`config.mk`:
```
export PLATFORM = sky130hd
export DESIGN_NAME = sdp_ram_arbiter
export DESIGN_NICKNAME = d
export VERILOG_FILES = /design/src/rtl/sdp_ram_pkg.sv /design/src/rtl/rr_arb2.sv /design/src/rtl/sdp_ram_arbiter.sv
export SDC_FILE = /design/constraint.sdc
export NUM_CORES = 1
export LEC_CHECK = 0
export ABC_AREA = 1
export CORE_MARGIN = 2
export CORE_UTILIZATION = 32
export DETAILED_ROUTE_END_ITERATION = 8
export GPL_TIMING_DRIVEN = 0
export PLACE_DENSITY = 0.8
export SLEW_MARGIN = 30
export SYNTH_ARGS = -nofsm -noshare
export SYNTH_HDL_FRONTEND = slang
export SYNTH_HIERARCHICAL = 1
export SYNTH_SLANG_ARGS = --single-unit
```
`constraint.sdc`:
```
create_clock -name i_clk -period 1.4 [get_ports i_clk]
set_input_delay 0.28 -clock i_clk [delete_from_list [all_inputs] [get_ports i_clk]]
set_output_delay 0.28 -clock i_clk [all_outputs]
set_load 0.01 [all_outputs]
```
`src/rtl/sdp_ram_pkg.sv`:
```
// Shared types and default widths for the simple dual-port RAM arbiter.
// The optional post-reset RAM clear is enabled by the RAM_ARB_INIT_EN macro.
package sdp_ram_pkg;

  localparam int ADDR_W_DFLT = 10;
  localparam int DATA_W_DFLT = 32;

  typedef enum logic {
    INIT = 1'b0,
    RUN  = 1'b1
  } state_e;

  typedef enum logic {
    CLI_A = 1'b0,
    CLI_B = 1'b1
  } cli_e;

endpackage

```
`src/rtl/rr_arb2.sv`:
```
// Two-requester round-robin arbiter with a combinational grant and a registered
// last-grant pointer; a tie goes to the client that was not granted last.
module rr_arb2
  import sdp_ram_pkg::*;
(
  input  logic i_clk,
  input  logic i_rst,
  input  logic i_en,
  input  logic i_req_a,
  input  logic i_req_b,
  output logic o_gnt_a,
  output logic o_gnt_b
);

  cli_e last_q, last_d;

  assign o_gnt_a = i_en & i_req_a & (~i_req_b | (last_q == CLI_B));
  assign o_gnt_b = i_en & i_req_b & ~o_gnt_a;

  always_comb begin
    last_d = last_q;
    if (o_gnt_a)      last_d = CLI_A;
    else if (o_gnt_b) last_d = CLI_B;
  end

  // NOTE: sequential state uses non-blocking assignments only, so every flop
  // samples the pre-edge value of its _d regardless of block evaluation order.
  always_ff @(posedge i_clk) begin
    if (i_rst) last_q <= CLI_B;
    else       last_q <= last_d;
  end

endmodule

```
`src/rtl/sdp_ram_arbiter.sv`:
```
// Arbitrates two read clients and one write client onto a simple dual-port RAM.
// With RAM_ARB_INIT_EN defined the RAM is zero-filled after reset before RUN.
module sdp_ram_arbiter
  import sdp_ram_pkg::*;
#(
  parameter int ADDR_W = ADDR_W_DFLT,
  parameter int DATA_W = DATA_W_DFLT
) (
  input  logic              i_clk,
  input  logic              i_rst,
  input  logic              i_rd_req_a,
  input  logic [ADDR_W-1:0] i_rd_addr_a,
  input  logic              i_rd_req_b,
  input  logic [ADDR_W-1:0] i_rd_addr_b,
  output logic              o_rd_gnt_a,
  output logic              o_rd_gnt_b,
  output logic              o_rsp_valid_a,
  output logic              o_rsp_valid_b,
  output logic [DATA_W-1:0] o_rsp_data,
  input  logic              i_wr_valid,
  input  logic [ADDR_W-1:0] i_wr_addr,
  input  logic [DATA_W-1:0] i_wr_data,
  output logic              o_wr_ready,
  output logic              o_ram_rd_en,
  output logic [ADDR_W-1:0] o_ram_rd_addr,
  input  logic [DATA_W-1:0] i_ram_dout,
  output logic              o_ram_wr_en,
  output logic [ADDR_W-1:0] o_ram_wr_addr,
  output logic [DATA_W-1:0] o_ram_wr_data,
  output logic              o_busy
);

  logic run;

`ifdef RAM_ARB_INIT_EN
  state_e            state_q, state_d;
  logic [ADDR_W-1:0] clr_cnt_q, clr_cnt_d;

  always_comb begin
    state_d   = state_q;
    clr_cnt_d = clr_cnt_q;
    if (state_q == INIT) begin
      clr_cnt_d = clr_cnt_q + 1'b1;
      if (clr_cnt_q == '1) state_d = RUN;
    end
  end

  always_ff @(posedge i_clk) begin
    if (i_rst) begin
      state_q   <= INIT;
      clr_cnt_q <= '0;
    end else begin
      state_q   <= state_d;
      clr_cnt_q <= clr_cnt_d;
    end
  end

  assign run = (state_q == RUN);
`else
  assign run = 1'b1;
`endif

  assign o_busy     = ~run;
  assign o_wr_ready = run;

  rr_arb2 u_arb (
    .i_clk   (i_clk),
    .i_rst   (i_rst),
    .i_en    (run),
    .i_req_a (i_rd_req_a),
    .i_req_b (i_rd_req_b),
    .o_gnt_a (o_rd_gnt_a),
    .o_gnt_b (o_rd_gnt_b)
  );

  assign o_ram_rd_en   = o_rd_gnt_a | o_rd_gnt_b;
  assign o_ram_rd_addr = o_rd_gnt_b ? i_rd_addr_b : i_rd_addr_a;

  logic              rsp_valid_a_q, rsp_valid_a_d;
  logic              rsp_valid_b_q, rsp_valid_b_d;
  logic              wr_en_q,   wr_en_d;
  logic [ADDR_W-1:0] wr_addr_q, wr_addr_d;
  logic [DATA_W-1:0] wr_data_q, wr_data_d;

  // NOTE: every signal gets a default before any branch so no latch is inferred.
  always_comb begin
    rsp_valid_a_d = o_rd_gnt_a;
    rsp_valid_b_d = o_rd_gnt_b;
    wr_en_d       = i_wr_valid & run;
    wr_addr_d     = wr_addr_q;
    wr_data_d     = wr_data_q;
    if (i_wr_valid && run) begin
      wr_addr_d = i_wr_addr;
      wr_data_d = i_wr_data;
    end
`ifdef RAM_ARB_INIT_EN
    if (state_q == INIT) begin
      wr_en_d   = 1'b1;
      wr_addr_d = clr_cnt_q;
      wr_data_d = '0;
    end
`endif
  end

  always_ff @(posedge i_clk) begin
    if (i_rst) begin
      rsp_valid_a_q <= 1'b0;
      rsp_valid_b_q <= 1'b0;
      wr_en_q       <= 1'b0;
      wr_addr_q     <= '0;
      wr_data_q     <= '0;
    end else begin
      rsp_valid_a_q <= rsp_valid_a_d;
      rsp_valid_b_q <= rsp_valid_b_d;
      wr_en_q       <= wr_en_d;
      wr_addr_q     <= wr_addr_d;
      wr_data_q     <= wr_data_d;
    end
  end

  assign o_rsp_valid_a = rsp_valid_a_q;
  assign o_rsp_valid_b = rsp_valid_b_q;
  // RAM output is only meaningful the cycle after a read; hold zero otherwise.
  assign o_rsp_data    = (rsp_valid_a_q | rsp_valid_b_q) ? i_ram_dout : '0;

  assign o_ram_wr_en   = wr_en_q;
  assign o_ram_wr_addr = wr_addr_q;
  assign o_ram_wr_data = wr_data_q;

endmodule

```
==> results.ini, run 1 <==
[yosys]
yosysWarnings=6
syn_avg_cell_area_sq_um=5.77
ys_seq_area_share_pct=40.6
ys_types=12
synth_area_sq_um=2270
synth_area_leaders=dfxtp_1, nand2_1, nor2_1
synthCells=393
synth_seq_cells=46
yosysTopAreaCell=dfxtp_1
synth_top_area_share_pct=40.6

[hold_path]
hold_path_depth=4
holdPathEnd=o_ram_wr_data[31]$_SDFFE_PP0P_
hp-start=i_wr_valid
hold_path.class=primary input to flip-flop

[clock_tree]
cts_tree=done
clk_path_buf_depth=2
cts_root_buffer=clkbuf_8
clock-sinks=46
clock_latency_ns=0.30
cts-buffers-inserted=5
h-tree-depth=2
clkTransAtPathRegs_ns=0.10

[setup_path]
cp.arrival_ns=1.44
worst-path-buf-inv=5
crit_top_cell=inv_2
reg2reg_slack_ns=0.35
path_cells=inv_2 -> nand2_2 -> nand2_2 -> inv_2 -> nor2_4 -> inv_2 -> clkbuf_8 -> nand2_1 -> nand2_1 -> buf_2
critPathKind=flip-flop to output port
path_max_fanout=5
cp_data_required_time_ns=1.12
max_stage_delay_ns=0.32
r2r-start=u_arb/last_q$_SDFFE_PP1P_
reg2reg_to=o_rsp_valid_b$_SDFF_PP0_
reg2regPathDepth=8
cp-end-kind=output port
crit_path_start_kind=flip-flop
crit_slowest_cell=dfxtp_2
cp_top_family=buffers and inverters

[sta]
finalHoldViolCount=0
final-setup-viol-count=44
maxSlewViolCount=0
rsz0062_at_grt=yes
whs_ns=0.285
period_needed_ns=1.72
min_period_over_period_pct=123
final.setup.worst_slack_ns=-0.322
fmax_mhz=581
fin_worst_skew_ns=0.000137

[floorplanning]
initial_core_util_pct=33.2
dieArea_sq_um=7780
die_h_microns=88.2
core_area_sq_um=6830
die_x_microns=88.2
core.rowCount=30
num_io_pins=191

[routing]
avgRoutedWirePerCell_microns=12.3
drt-total-wl_microns=8710
drc=0
ant_nets=0
viasPerCell=4.15
dr.pass1.iters=4
drt_iter0_drc=109
vias=2936

[placed_design]
io_buffers=187
gp_congestion=0.832
dp_cells=678
dpl.hpwl_microns=6250
place_area_sq_um=4270

[global_routing]
grt_pass1_wl_microns=12400
antenna_found_initial=0
grt.met1_usage_pct=20.8
overflow=0
grt_use_met2_pct=39.6
grtUsageMet3_pct=5.18
top_usage_layer=met2
grt_max_degree=17
grt_pass1_vias=2734
track_usage_pct=20.5

[cells_and_area]
final_common_cell=nand2_1
nNetsFinal=710
drive_gt1_share_pct=22.7
layout_common_cells=nand2_1, clkdlybuf4s50_1, nor2_1, inv_1, dlygate4sd2_1
postLayoutCoreUtil_pct=68.4
final_area_sq_um=4680
final_cell_count_no_fill=708
diodes=0
area_growth_pct=106

[power]
total_power_uw=3580
peakVddDrop_mv=0.439
leakage_uw=0.00262
p_per_area_nw_per_um2=765

[status]
status=complete, but fails checks
violations=setup timing

[job]
max_cap_viol_count=0

-- routing by layer --
layer	wire length [microns]	share of wire (%)
met1	3240	37
met2	4510	52
met3	665	7.6
met4	293	3.4
met5	0	0
-- state kept, by name, summed over array words and instances, names as in the netlist --
| signal | count |
|---|---|
| o_ram_wr_data | 32 |
| o_rsp_valid_a | 1 |
| o_ram_wr_en | 1 |
| o_rsp_valid_b | 1 |
| o_ram_wr_addr | 10 |
| u_arb/last_q | 1 |
-- worst min-delay path: stages --
cell and delay [ns]:
buf_4 0.14, nand2_1 0.06, nand2_1 0.05, nor2_1 0.03
-- cells in the mapped netlist --
master,n
nand2_2,2
inv_2,2
nor2_2,1
inv_1,79
nand2_1,120
dfxtp_1,46
clkbuf_1,4
clkinv_1,1
conb_1,2
buf_4,7
buf_2,9
nor2_1,120
-- how the worst max path moves through the flow --
stage	from	endpoint	slack [ns]	depth (start not counted)
3_3_place_gp	i_rd_req_a	o_ram_rd_addr[7]	-1.04	11
4_1_cts	u_arb/last_q$_SDFFE_PP1P_	o_ram_rd_addr[9]	-0.35	10
5_1_grt	u_arb/last_q$_SDFFE_PP1P_	o_ram_rd_addr[4]	-0.41	10
6_report	u_arb/last_q$_SDFFE_PP1P_	o_ram_rd_addr[5]	-0.32	10
2_1_floorplan	u_arb/last_q$_SDFFE_PP1P_	o_ram_rd_addr[1]	0.03	9
3_5_place_dp	i_rd_req_a	o_ram_rd_addr[7]	-1.05	11
-- power by group --
part	switching [uW]	internal, uW
clock	485	544
combinational	494	613
sequential	42.1	1400
-- area by class of cell --
cell class / instances / area [sq um]
timing repair buffer: 209 / 1930
buffer: 20 / 154
multi-input combinational: 247 / 1120
fill: 582 / 2160
tap: 96 / 120
clock buffer: 5 / 68.8
clock inverter: 3 / 48.8
inverter: 82 / 308
sequential: 46 / 925
-- cell families after synthesis --
family | share of synthesized area [%]
other cells | 0.331
flops | 40.6
buf+inv | 18.5
simple gates | 40.5
-- stage by stage --
step | TNS (ns) | setup WS [ns]
2_1_floorplan | 0 | 0.0266
3_3_place_gp | -26.72 | -1.04
3_5_place_dp | -28.53 | -1.05
4_1_cts | -9.93 | -0.345
5_1_grt | -12.18 | -0.410
6_report | -9.16 | -0.322
-- repair_timing --
action / CTS / global route
pin swaps: 11 / 5
hold buffers: 0 / 0
setup endpoints to repair: 90 / 45
gates cloned: 5 / 0
setup buffers: 14 / 5
resized for setup: 240 / 97
hold endpoints to repair: 0 / 0
(Power assumes the default switching activity.)
==> run 2: changes to the inputs <==
--- a/config.mk
+++ b/config.mk
@@ -10,7 +10,7 @@
 export CORE_UTILIZATION = 32
 export DETAILED_ROUTE_END_ITERATION = 8
 export GPL_TIMING_DRIVEN = 0
-export PLACE_DENSITY = 0.8
+export PLACE_DENSITY = 0.83
 export SLEW_MARGIN = 30
 export SYNTH_ARGS = -nofsm -noshare
 export SYNTH_HDL_FRONTEND = slang
==> run 2 against run 1 <==
  * Maximum frequency is 2.1% higher
  * Non-clock buffer count stayed put
  * Core utilization is 0.75 points higher
  * Final area is 1.1% higher
  * The flow still finishes with violations (setup timing)
  * Critical path depth is 1 lower
==> results.ini, run 2 (synthesized netlist as in run 1, its figures left out) <==
[setup_path]
path_cells=inv_2 -> nand2_2 -> nand2_2 -> inv_2 -> nor2_4 -> clkbuf_8 -> nand2_1 -> nand2_1 -> buf_2
reg2reg_slack_ns=0.36  ; about the same
crit_slowest_cell=dfxtp_2
cp_top_family=buffers and inverters
path_max_fanout=5  ; unchanged
cp-end-kind=output port
worst-path-buf-inv=4  ; -1
r2r-start=u_arb/last_q$_SDFFE_PP1P_
critPathKind=flip-flop to output port
max_stage_delay_ns=0.32  ; about the same
cp.arrival_ns=1.41  ; -0.03 ns
crit_path_start_kind=flip-flop
cp_data_required_time_ns=1.12  ; about the same
reg2regPathDepth=9  ; +1
reg2reg_to=o_rsp_valid_a$_SDFF_PP0_

[cells_and_area]
drive_gt1_share_pct=22.6  ; -0.13 points
postLayoutCoreUtil_pct=69.2  ; +0.75 points
diodes=0  ; unchanged
nNetsFinal=710  ; unchanged
area_growth_pct=108
final_common_cell=nand2_1
layout_common_cells=nand2_1, nor2_1, clkdlybuf4s50_1, inv_1, dlygate4sd2_1
largest_reg_flops=32  ; unchanged

[power]
p_per_area_nw_per_um2=757  ; -1.0%
p_int_uw=2600  ; +1.9%
p_switching_uw=974  ; -4.6%
p_seq_share_pct=40.3  ; about the same
clock_power_share_pct=27.6  ; -1.2 points
peakVddDrop_mv=0.560  ; +27%
p_sw_share_pct=27.2  ; -1.3 points
comb_power_share_pct=32.1  ; +1.1 points
leakage_uw=0.00264  ; +0.79%

[global_routing]
grt_pass1_wl_microns=12200  ; -2.0%
overflow=0  ; unchanged
antenna_found_initial=0  ; unchanged
track_usage_pct=19.9  ; -0.60 points
grt_pass1_vias=2781  ; +1.7%
grt_max_degree=14  ; -3

[placed_design]
dpl.hpwl_microns=6160  ; -1.5%
place_ws_ns=-1.05  ; +0.000820 ns
io_buffers=187  ; unchanged
gp_congestion=0.720  ; -13%

[clock_tree]
clkTransAtPathRegs_ns=0.08  ; -0.02 ns
cts_tree=done
clock-sinks=46  ; unchanged
cts-buffers-inserted=5  ; unchanged
clk_path_buf_depth=2  ; unchanged
h-tree-depth=2  ; unchanged
ctsHoldBuffers=0  ; unchanged
clock_latency_ns=0.28  ; -0.02 ns
cts_root_buffer=clkbuf_8

[routing]
vias=3038  ; +3.5%
avgRoutedWirePerCell_microns=13.2  ; +7.1%
viasPerCell=4.30  ; +3.6%
ant_nets=0  ; unchanged
drt-total-wl_microns=9310  ; +6.9%
dr.pass1.iters=4  ; unchanged
drt_iter0_drc=96  ; -12%
drc=0  ; unchanged

[sta]
fin_worst_skew_ns=0.0000144  ; -0.000123 ns
period_needed_ns=1.69  ; -0.0354 ns
final-setup-viol-count=43  ; -2.3%
final.setup.worst_slack_ns=-0.286  ; +0.0354 ns
fmax_mhz=593  ; +2.1%
min_period_over_period_pct=120  ; -2.5 points
finalHoldViolCount=0  ; unchanged
rsz0062_at_grt=yes
setup_tns_ns=-7.88  ; +1.28 ns
whs_ns=0.313  ; +0.0286 ns
maxSlewViolCount=0  ; unchanged

[hold_path]
hp-start=i_wr_valid
hold_path.class=primary input to flip-flop
holdPathEnd=o_ram_wr_addr[9]$_SDFFE_PP0P_
hold_path_depth=4  ; unchanged

[status]
violations=setup timing
status=complete, but fails checks

[floorplanning]
die_h_microns=88.2  ; unchanged
dieArea_sq_um=7780  ; unchanged
core_area_sq_um=6830  ; unchanged
num_io_pins=191  ; unchanged
die_x_microns=88.2  ; unchanged
initial_core_util_pct=33.2  ; unchanged
core.rowCount=30  ; unchanged

[job]
max_cap_viol_count=0  ; unchanged

[run 2: cell count changes in the layout (fill, tap and decap cells not counted), sizes merged]
cell and change:
inv -1, clkbuf -2, buf +2, dlygate4sd2 +1
clkinvlp -1
[run 2: per-layer routing]
metal / share of wire, % / track usage (%) / up-vias
met1: 35 / 18.9 / 1356
met5: 0 / 0 / -
li1: - / - / 1509
met3: 9.4 / 6.50 / 34
met4: 3.5 / 7.58 / 0
met2: 52 / 38.8 / 139
[run 2: worst reg2reg max path: stages, from the launching register on]
cell	delay (ns)
dfxtp_2	0.32
inv_2	0.05
nand2_2	0.04
nand2_2	0.06
inv_2	0.05
buf_4	0.14
buf_6	0.11
inv_4	0.04
buf_4	0.09
nor2_1	0.03
[run 2: area by class of cell]
class | instances | area (sq um)
timing repair buffer | 209 | 1970
sequential | 46 | 925
tap | 96 | 120
inverter | 82 | 313
fill | 586 | 2100
buffer | 20 | 164
multi-input combinational | 247 | 1120
clock buffer | 6 | 82.6
clock inverter | 1 | 30.0
[run 2: power groups by stage]
stage                     logic, uW  registers (uW)  clock network (uW)
after floorplan                 337            1510                   0
after global placement         1010            1470                   0
after detailed placement       1030            1470                   0
after CTS                      1000            1440                1020
after global routing           1240            1450                1080
final                          1150            1440                 989
[run 2: through the flow]
stage               power (uW)  area, sq um  std cells
floorplan                 1850         2280        395
global placement          2480         4270        678
detailed placement        2500         4270        678
CTS                       3460         4390        703
global route              3770         4730        707
finish                    3580         4730        707
[run 2: worst max-delay path by stage]
stage | from | endpoint | slack [ns] | cells past startpoint
final | u_arb/last_q$_SDFFE_PP1P_ | o_ram_rd_addr[6] | -0.29 | 9
after global routing | u_arb/last_q$_SDFFE_PP1P_ | o_ram_rd_addr[6] | -0.39 | 10
after CTS | u_arb/last_q$_SDFFE_PP1P_ | o_ram_rd_addr[3] | -0.32 | 10
after detailed placement | i_rd_req_a | o_ram_rd_addr[7] | -1.05 | 11
after global placement | i_rd_req_a | o_ram_rd_addr[7] | -1.01 | 11
after floorplan | u_arb/last_q$_SDFFE_PP1P_ | o_ram_rd_addr[1] | 0.03 | 9
[run 2: what timing repair did]
action / in CTS / in global routing
pin swaps: 8 / 4
setup endpoints to repair: 90 / 45
gates cloned: 5 / 0
setup buffers: 13 / 7
resized for setup: 254 / 90
==> run 3: changes to the inputs <==
--- a/config.mk
+++ b/config.mk
@@ -5,12 +5,12 @@
 export SDC_FILE = /design/constraint.sdc
 export NUM_CORES = 1
 export LEC_CHECK = 0
-export ABC_AREA = 1
 export CORE_MARGIN = 2
-export CORE_UTILIZATION = 32
+export CORE_UTILIZATION = 35
 export DETAILED_ROUTE_END_ITERATION = 8
+export DONT_BUFFER_PORTS = 1
 export GPL_TIMING_DRIVEN = 0
-export PLACE_DENSITY = 0.83
+export PLACE_DENSITY = 0.52
 export SLEW_MARGIN = 30
 export SYNTH_ARGS = -nofsm -noshare
 export SYNTH_HDL_FRONTEND = slang
==> run 3 against run 2 <==
  * The flow still finishes with violations (setup timing)
  * Clock-buffer cell count stayed put
  * Worst setup slack better by 0.011 ns
  * Non-clock buffer count is 206 lower
  * Sequential power hardly changed
==> results.ini, run 3 <==
[power]
comb_power_share_pct=17.2  ; -15 points
p_int_uw=2030  ; -22%
p_seq_share_pct=53.2  ; +13 points
leakage_uw=0.00119  ; -55%
p_sw_share_pct=26.7  ; -0.53 points
p_per_area_nw_per_um2=1060  ; +40%
p_switching_uw=740  ; -24%
clock_power_share_pct=29.7  ; +2.1 points
peakVddDrop_mv=0.769  ; +37%

[cells_and_area]
drive_gt1_share_pct=35.5  ; +13 points
diodes=0  ; unchanged
area_growth_pct=27.9
final_common_cell=dfxtp_1
final_cell_count_no_fill=292  ; -59%
layout_common_cells=dfxtp_1, mux2i_1, nor2_1, nor2b_4, nor2b_2
largest_reg_flops=32  ; unchanged
multiInputGateArea_sq_um=1210  ; +7.9%
nNetsFinal=318  ; -55%
seq_area_sq_um=930  ; +0.54%
fill_cells=516  ; -12%

[global_routing]
grtUsageMet3_pct=4.72  ; -1.8 points
grt_max_degree=15  ; +1
grt_pass1_vias=1333  ; -52%
antenna_found_initial=0  ; unchanged
grt.met1_usage_pct=18.6  ; -0.34 points
overflow=0  ; unchanged
top_usage_layer=met2
grt_use_met2_pct=19.8  ; -19 points
track_usage_pct=13.5  ; -6.3 points
grt_pass1_wl_microns=6640  ; -46%

[yosys]
synth_fa_ha_area_share_pct=0  ; unchanged
yosysTopAreaCell=dfxtp_1
synth_seq_cells=46  ; unchanged
synth_top_family_by_area=multiplexers
syn_avg_cell_area_sq_um=10.1  ; +75%
synth_compound_area_share_pct=0.920  ; +0.92 points
netlist_top_cells_count=dfxtp_1, nor2_1, mux2i_1
synthCells=202  ; -49%
synth_area_sq_um=2040  ; -10%
synth_area_leaders=dfxtp_1, mux2i_1, nor2b_1
yosysWarnings=6  ; unchanged
synth_top_area_share_pct=45.2  ; +4.6 points
synth_xor_area_share_pct=0  ; unchanged
ys.flop_type=dfxtp_1
synth-async-reset-ratio_pct=0  ; unchanged
synthMuxAreaShare_pct=26.1  ; +26 points
ys_seq_area_share_pct=45.2  ; +4.6 points
yosys.area_share.simple_pct=19.8  ; -21 points
synth_most_common_cell=dfxtp_1
ys_types=17  ; +5
synth_edf_count=0  ; unchanged

[clock_tree]
clkTransAtPathRegs_ns=0.08  ; about the same
clock_latency_ns=0.28  ; about the same
clk_path_buf_depth=2  ; unchanged
cts-buffers-inserted=5  ; unchanged
h-tree-depth=2  ; unchanged
cts_root_buffer=clkbuf_8
cts_tree=done
clock-sinks=46  ; unchanged

[routing]
dr.pass1.iters=4  ; unchanged
drt_iter0_drc=32  ; -67%
viasPerCell=4.90  ; +14%
drt-total-wl_microns=5060  ; -46%
vias=1430  ; -53%
avgRoutedWirePerCell_microns=17.3  ; +32%
ant_nets=0  ; unchanged
drc=0  ; unchanged

[sta]
fin_worst_skew_ns=0.000778  ; +0.000764 ns
whs_ns=0.0868  ; -0.226 ns
maxSlewViolCount=0  ; unchanged
rsz0062_at_grt=yes
final.setup.worst_slack_ns=-0.275  ; +0.0111 ns
min_period_over_period_pct=120  ; -0.80 points
fmax_mhz=597  ; +0.66%
finalHoldViolCount=0  ; unchanged
period_needed_ns=1.68  ; -0.0111 ns
final-setup-viol-count=42  ; -2.3%

[placed_design]
dp_cells=277  ; -59%
dpl.hpwl_microns=3590  ; -42%
io_buffers=0  ; -100%
gp_congestion=0.846  ; +17%

[floorplanning]
core_area_sq_um=5570  ; -18%
die_x_microns=80.3  ; -8.9%
die_h_microns=80.3  ; -8.9%
dieArea_sq_um=6450  ; -17%
num_io_pins=191  ; unchanged
initial_core_util_pct=36.6  ; +3.4 points
core.rowCount=27  ; -10%

[setup_path]
reg2regPathDepth=4  ; -5
critPathKind=flip-flop to output port
cp-end-kind=output port
crit_path_start_kind=flip-flop
cp.arrival_ns=1.40  ; about the same
cp_data_required_time_ns=1.12  ; about the same
path_max_fanout=5  ; unchanged

[hold_path]
hold_path.class=primary input to flip-flop
hold_path_depth=1  ; -3

[status]
status=complete, but fails checks
violations=setup timing

[job]
max_cap_viol_count=0  ; unchanged

## run 3: metrics by stage
step           TNS (ns)  utilization [%]  worst slack (ns)  power, uW  instance area, sq um
2_1_floorplan         0                -            0.0403       1800                  2060
3_3_place_gp     -0.259             38.6           -0.0391       1850                  2150
3_5_place_dp     -0.263             38.6           -0.0410       1850                  2150
4_1_cts           -2.84             43.7            -0.300       2760                  2440
5_1_grt           -7.41             46.8            -0.332       2900                  2610
6_report          -5.25             46.8            -0.275       2770                  2610
## run 3: routing by layer
layer	share of wire [%]	vias up
met1	42	654
met3	10	5
met5	0	-
met4	0.63	0
li1	-	681
met2	47	90
## run 3: final timing paths
check	startpoint	to	slack (ns)
worst min register to register	o_ram_wr_data[22]$_SDFFE_PP0P_	o_ram_wr_data[22]$_SDFFE_PP0P_	0.56
worst min-delay path	i_rst	u_arb/last_q$_SDFFE_PP1P_	0.09
worst max register to register	u_arb/last_q$_SDFFE_PP1P_	u_arb/last_q$_SDFFE_PP1P_	0.30
worst max-delay path	u_arb/last_q$_SDFFE_PP1P_	o_ram_rd_addr[6]	-0.28
## run 3: cells by family after synthesis
kind of cell | Yosys count
AOI/OAI and AO/OA | 3
buffers and inverters | 17
DFF | 46
and+or+nand+nor | 82
muxes | 52
other | 2
## run 3: repair_timing
action / 4_1_cts / 5_1_grt
setup buffers: 3 / 1
endpoints found under the setup margin: 42 / 41
pin swaps: 1 / 3
hold endpoints to repair: 0 / 0
hold buffers: 0 / 0
gates resized for setup: 56 / 25
gates cloned: 1 / 2
## run 3: worst max-delay path, stage by stage (launching register included)
cell and delay (ns):
dfxtp_4 0.36, a21oi_4 0.25, buf_6 0.18, mux2_4 0.32
## run 3: power groups by stage
| stage | sequential, uW | combinational, uW | clock, uW |
|---|---|---|---|
| finish | 1470 | 475 | 822 |
| global placement | 1510 | 347 | 0 |
| floorplan | 1490 | 307 | 0 |
| CTS | 1480 | 411 | 871 |
| detailed placement | 1500 | 350 | 0 |
| global route | 1480 | 509 | 906 |
## run 3: cell type report
class / instances / area share [%]
plain buffers: 16 / 7.15
multi-input cells: 142 / 46.4
clock inverters: 2 / 0.480
repair buffers: 7 / 3.50
well taps: 72 / 3.45
flip-flops and latches: 46 / 35.7
clock buffers: 6 / 3.17
inverters: 1 / 0.144
